**src/rtl/serial_sub_pkg.sv**
```systemverilog
// Shared types and constants for the serial nibble subtractor.
package serial_sub_pkg;

  localparam int unsigned NIBBLE_W = 4;

  typedef enum logic [1:0] {
    IDLE = 2'd0,
    RUN  = 2'd1,
    DONE = 2'd2
  } state_e;

endpackage

```
**src/rtl/subtractor_4bit.sv**
```systemverilog
// Combinational 4-bit subtractor slice: o_diff = i_a - i_b - i_bin, o_bout = borrow-out.
module subtractor_4bit
  import serial_sub_pkg::*;
(
  input  logic [NIBBLE_W-1:0] i_a,
  input  logic [NIBBLE_W-1:0] i_b,
  input  logic                i_bin,
  output logic [NIBBLE_W-1:0] o_diff,
  output logic                o_bout
);

  logic [NIBBLE_W:0] w_full;

  // The extra top bit of a widened subtraction is exactly the borrow-out.
  assign w_full = {1'b0, i_a} - {1'b0, i_b} - {{NIBBLE_W{1'b0}}, i_bin};
  assign o_diff = w_full[NIBBLE_W-1:0];
  assign o_bout = w_full[NIBBLE_W];

endmodule

```
**src/rtl/serial_nibble_subtractor.sv**
```systemverilog
// Multi-cycle a - b - bin, one nibble per clock, LSB first, with valid/ready on both sides.
// Optional zero/ovf result flags are enabled by defining SERIAL_SUB_FLAGS_EN.
module serial_nibble_subtractor
  import serial_sub_pkg::*;
#(
  parameter int unsigned NIBBLES = 4
) (
  input  logic                         clk,
  input  logic                         rst_n,
  input  logic                         in_valid,
  output logic                         in_ready,
  input  logic [NIBBLE_W*NIBBLES-1:0]  a,
  input  logic [NIBBLE_W*NIBBLES-1:0]  b,
  input  logic                         bin,
  output logic                         out_valid,
  input  logic                         out_ready,
  output logic [NIBBLE_W*NIBBLES-1:0]  diff,
  output logic                         bout,
`ifdef SERIAL_SUB_FLAGS_EN
  output logic                         zero,
  output logic                         ovf,
`endif
  output logic                         busy
);

  localparam int unsigned W    = NIBBLE_W * NIBBLES;
  localparam int unsigned CntW = (NIBBLES > 1) ? $clog2(NIBBLES) : 1;

  state_e          r_state, w_state_nxt;
  logic [W-1:0]    r_a, w_a_nxt;
  logic [W-1:0]    r_b, w_b_nxt;
  logic [W-1:0]    r_diff, w_diff_nxt;
  logic            r_borrow, w_borrow_nxt;
  logic            r_bout, w_bout_nxt;
  logic [CntW-1:0] r_cnt, w_cnt_nxt;
`ifdef SERIAL_SUB_FLAGS_EN
  logic            r_zero, w_zero_nxt;
  logic            r_ovf, w_ovf_nxt;
`endif

  logic [CntW+1:0]     w_base;
  logic                w_last;
  logic [NIBBLE_W-1:0] w_nib_a, w_nib_b, w_sdiff;
  logic                w_sbout;

  // Bit offset of the current nibble (counter * 4).
  assign w_base  = {r_cnt, 2'b00};
  assign w_last  = (r_cnt == CntW'(NIBBLES - 1));
  assign w_nib_a = r_a[w_base +: NIBBLE_W];
  assign w_nib_b = r_b[w_base +: NIBBLE_W];

  subtractor_4bit u_slice (
    .i_a    (w_nib_a),
    .i_b    (w_nib_b),
    .i_bin  (r_borrow),
    .o_diff (w_sdiff),
    .o_bout (w_sbout)
  );

  always_comb begin
    w_state_nxt  = r_state;
    w_a_nxt      = r_a;
    w_b_nxt      = r_b;
    w_diff_nxt   = r_diff;
    w_borrow_nxt = r_borrow;
    w_bout_nxt   = r_bout;
    w_cnt_nxt    = r_cnt;
`ifdef SERIAL_SUB_FLAGS_EN
    w_zero_nxt   = r_zero;
    w_ovf_nxt    = r_ovf;
`endif
    in_ready     = 1'b0;

    unique case (r_state)
      IDLE: in_ready = 1'b1;
      RUN: begin
        w_diff_nxt[w_base +: NIBBLE_W] = w_sdiff;
        w_borrow_nxt                   = w_sbout;
        if (w_last) begin
          w_bout_nxt  = w_sbout;
          w_state_nxt = DONE;
`ifdef SERIAL_SUB_FLAGS_EN
          w_zero_nxt  = (w_diff_nxt == '0);
          w_ovf_nxt   = (r_a[W-1] ^ r_b[W-1]) & (w_diff_nxt[W-1] ^ r_a[W-1]);
`endif
        end else begin
          w_cnt_nxt = r_cnt + CntW'(1);
        end
      end
      DONE: begin
        in_ready = out_ready;
        if (out_ready) w_state_nxt = IDLE;
      end
      default: w_state_nxt = IDLE;
    endcase

    // Handshake overrides the DONE->IDLE exit, giving back-to-back operation.
    if (in_valid && in_ready) begin
      w_a_nxt      = a;
      w_b_nxt      = b;
      w_borrow_nxt = bin;
      w_cnt_nxt    = '0;
      w_diff_nxt   = '0;
      w_bout_nxt   = 1'b0;
`ifdef SERIAL_SUB_FLAGS_EN
      w_zero_nxt   = 1'b0;
      w_ovf_nxt    = 1'b0;
`endif
      w_state_nxt  = RUN;
    end
  end

  always_ff @(posedge clk or negedge rst_n) begin
    if (!rst_n) begin
      r_state  <= IDLE;
      r_a      <= '0;
      r_b      <= '0;
      r_diff   <= '0;
      r_borrow <= 1'b0;
      r_bout   <= 1'b0;
      r_cnt    <= '0;
`ifdef SERIAL_SUB_FLAGS_EN
      r_zero   <= 1'b0;
      r_ovf    <= 1'b0;
`endif
    end else begin
      r_state  <= w_state_nxt;
      r_a      <= w_a_nxt;
      r_b      <= w_b_nxt;
      r_diff   <= w_diff_nxt;
      r_borrow <= w_borrow_nxt;
      r_bout   <= w_bout_nxt;
      r_cnt    <= w_cnt_nxt;
`ifdef SERIAL_SUB_FLAGS_EN
      r_zero   <= w_zero_nxt;
      r_ovf    <= w_ovf_nxt;
`endif
    end
  end

  assign out_valid = (r_state == DONE);
  assign busy      = (r_state == RUN);
  assign diff      = r_diff;
  assign bout      = r_bout;
`ifdef SERIAL_SUB_FLAGS_EN
  assign zero      = r_zero;
  assign ovf       = r_ovf;
`endif

endmodule

```
**config.mk**
```make
export PLATFORM = sky130hd
export DESIGN_NAME = serial_nibble_subtractor
export DESIGN_NICKNAME = d
export VERILOG_FILES = /design/src/rtl/serial_sub_pkg.sv /design/src/rtl/subtractor_4bit.sv /design/src/rtl/serial_nibble_subtractor.sv
export SDC_FILE = /design/constraint.sdc
export NUM_CORES = 1
export LEC_CHECK = 0
export CELL_PAD_IN_SITES_DETAIL_PLACEMENT = 2
export CELL_PAD_IN_SITES_GLOBAL_PLACEMENT = 2
export CORE_MARGIN = 10
export CORE_UTILIZATION = 33
export CTS_BUF_LIST = sky130_fd_sc_hd__clkbuf_8
export DETAILED_ROUTE_END_ITERATION = 10
export PLACE_DENSITY = 0.79
export REMOVE_ABC_BUFFERS = 1
export SLEW_MARGIN = 15
export SYNTH_ARGS = -nofsm -noshare
export SYNTH_HDL_FRONTEND = slang
export SYNTH_HIERARCHICAL = 1
export SYNTH_SLANG_ARGS = --single-unit
```
**constraint.sdc**
```tcl
create_clock -name clk -period 2.8 [get_ports clk]
set_input_delay 0.56 -clock clk [delete_from_list [all_inputs] [get_ports clk]]
set_output_delay 0.56 -clock clk [all_outputs]
set_load 0.005 [all_outputs]
```
==> flow_metrics.py <==
metrics = {
    "setup_path": {
        "cp.arrival_ns": 2.87,
        "crit_path_max_incr_delay_ns": 0.59,
        "path_buf_inv": 2,
        "crit_path_max_fanout": 4,
        "path_cells": "mux4_2 > fa_2 > inv_1 > ha_1 > o21ai_1 > nand3b_1 > xor2_2 > buf_4 > a32oi_2 > nor2_1",
        "path_class": "reg -> reg",
        "critPathCaptureType": "flip-flop",
        "r2r_slack_ns": 0.14,
        "path_delay_family": "adder cells",
        "cpMaxStageDelayCell": "fa_2",
        "crit_required_ns": 3.01,
        "worst_setup_path_start_kind": "flip-flop",
    },
    "pwr": {
        "p_leak_nw": 1.59,
        "power.total_mw": 5.15,
        "ir_drop_mv": 0.459,
        "p_per_area_nw_per_um2": 1420,
    },
    "route": {
        "drt_iter0_drc": 35,
        "wl_um": 6990,
        "ant_nets": 0,
        "drc": 0,
        "wl_per_cell_um": 19.2,
        "dr.pass1.iters": 3,
        "via_per_inst": 4.89,
        "vias": 1779,
    },
    "placed_design": {
        "io_buffers": 56,
        "place_area_um2": 3480,
        "place_hpwl_um": 5260,
        "globalplace.congestion": 0.733,
        "dpl.cell_count": 353,
    },
    "final_layout": {
        "most-common-layout-cells": "55 x clkdlybuf4s50_1, 53 x dfrtp_1, 32 x mux2_4, 12 x inv_1, 12 x ha_1",
        "diodes": 0,
        "drive_gt1_share_pct": 29.7,
        "syn2layout_area_growth_pct": 29.5,
        "layout.nets": 309,
        "final_common_cell": "clkdlybuf4s50_1",
        "n_fill_cell": 825,
        "final_cells": 364,
        "design_area_um2": 3640,
    },
    "floorplan": {
        "die_y_um": 112,
        "fp.dieW_um": 112,
        "core-area_um2": 8260,
        "num_rows": 33,
        "start_util_pct": 34.0,
        "dieArea_um2": 12600,
        "io_pins": 57,
    },
    "synth": {
        "syn_inst": 193,
        "synth_top_area_cell": "dfrtp_1",
        "yosys_warnings": 6,
        "synth_area_leaders": "dfrtp_1 48%, mux2_4 17%, mux4_2 6.4%, ha_1 5.3%, a22o_1 2.5%",
        "yosysTopAreaCellShare_pct": 48.1,
        "yosys.cell_types.count": 37,
        "synth_area_um2": 2810,
        "ys_seq_area_share_pct": 48.1,
        "syn_area_per_cell_um2": 14.6,
        "synth_seq_cells": 54,
    },
    "clock_network": {
        "cts_inserted_buffers": 5,
        "clock_latency_ns": 0.31,
        "cts_htree_levels": 2,
        "clock_sinks": 54,
        "path_clk_slew_ns": 0.10,
        "cts-root-buf": "clkbuf_8",
        "tritoncts": "built",
        "cts_buffer_depth": 2,
    },
    "status": {
        "status": "completed",
    },
    "sta": {
        "finClkSkew_ns": 0.00723,
        "max_slew.worst_pin.slew_ns": 0.691,
        "slew_violations": 0,
        "hold_violations": 0,
        "holdWs_ns": 0.360,
        "fin_crit_ns": 2.66,
        "fmax_mhz": 377,
        "setup_tns_ns": 0,
        "fin_crit_sh_pct": 94.8,
        "slew_headroom_pct": 53.9,
        "setup-violations-final": 0,
        "rsz0062_at_grt": "no",
    },
    "grt": {
        "grt_overflow": 0,
        "grt_pass1_vias": 2144,
        "grt_pass1_wl_um": 11600,
        "grt_util_all_layers_pct": 11.1,
        "grt_max_degree": 55,
        "antenna_found_initial": 0,
    },
    "worst_hold_path": {
        "hold_class": "in -> async",
    },
    "run": {
        "cap_violations": 0,
    },
}
path summary, 6_finish.rpt:
kind                          start       end  cells past startpoint
max in group asynchronous     rst_n  r_cnt[0]                      2
hold reg to reg             diff[0]   diff[0]                      1
setup / recovery           r_cnt[0]  diff[11]                     10
setup reg to reg           r_cnt[0]  diff[11]                     10
hold / removal                rst_n    r_b[3]                      2
min in group clk            diff[0]   diff[0]                      1
area by class of cell:
cell class	count	area, um2	share of cell area [%]
Multi-Input combinational cell	118	1360	37.4
Sequential cell	54	1350	37.1
Clock buffer	5	68.8	1.89
Timing Repair Buffer	67	638	17.5
Tap cell	105	131	3.61
Inverter	12	45.0	1.24
Clock inverter	3	45.0	1.24
sequential cells by signal (all words and copies together), names as in the netlist:
register / flops
bout: 1
diff: 16
r_a: 16
r_b: 16
r_borrow: 1
r_cnt: 2
r_state: 2
routing by layer:
metal  vias up  track usage, %  part of all wire [%]
met4         0            2.54                  0.74
met2        41            18.9                    49
met5         -               0                     0
met3         5            3.30                   5.0
met1       910            13.4                    45
li1        823               -                     -
stage by stage:
step / utilization (%) / setup WS [ns]
floorplan: - / -0.150
global placement: 42.1 / 0.157
detailed placement: 42.1 / -0.0534
CTS: 43.8 / 0.0130
global route: 44.1 / 0.00962
finish: 44.1 / 0.145
power breakdown:
| group | switching, mW | total (mW) | internal (mW) |
|---|---|---|---|
| Clock | 0.270 | 0.537 | 0.266 |
| Combinational | 1.55 | 3.25 | 1.70 |
| Sequential | 0.240 | 1.36 | 1.12 |
| Total | 2.06 | 5.15 | 3.09 |
cells by family (layout without fill, tap and decap cells):
group	count (synthesis)	after routing	share of synthesized area (%)
compound gates	27	27	7.70
simple gates	29	29	6.81
flops	54	54	48.1
mux	43	43	24.7
fa+ha+maj	14	14	6.76
xor+xnor	5	5	1.56
buf+inv	21	87	4.45
cells in the mapped netlist, drive strengths merged:
cell type,n
a32oi,4
fa,2
xnor2,1
dfrtp,54
and4bb,1
nand3b,4
inv,12
clkbuf,1
and3b,1
mux2i,1
a21boi,1
nand2,4
nor3,1
a22o,8
mux2,34
nand3,2
ha,12
and3,1
a21oi,5
mux4,8
xor2,4
o31ai,1
nor4b,1
nor2b,3
o21ai,4
nor3b,1
nor2,6
buf,8
nand2b,3
and2,1
a32o,4
what timing repair did:
item	4_1_cts	5_1_grt
resized for setup	1	6
hold buffers	0	0
pin swaps	0	1
setup buffers	2	1
setup endpoints to repair	1	6
Note: power is estimated with default switching activity, not from simulation.
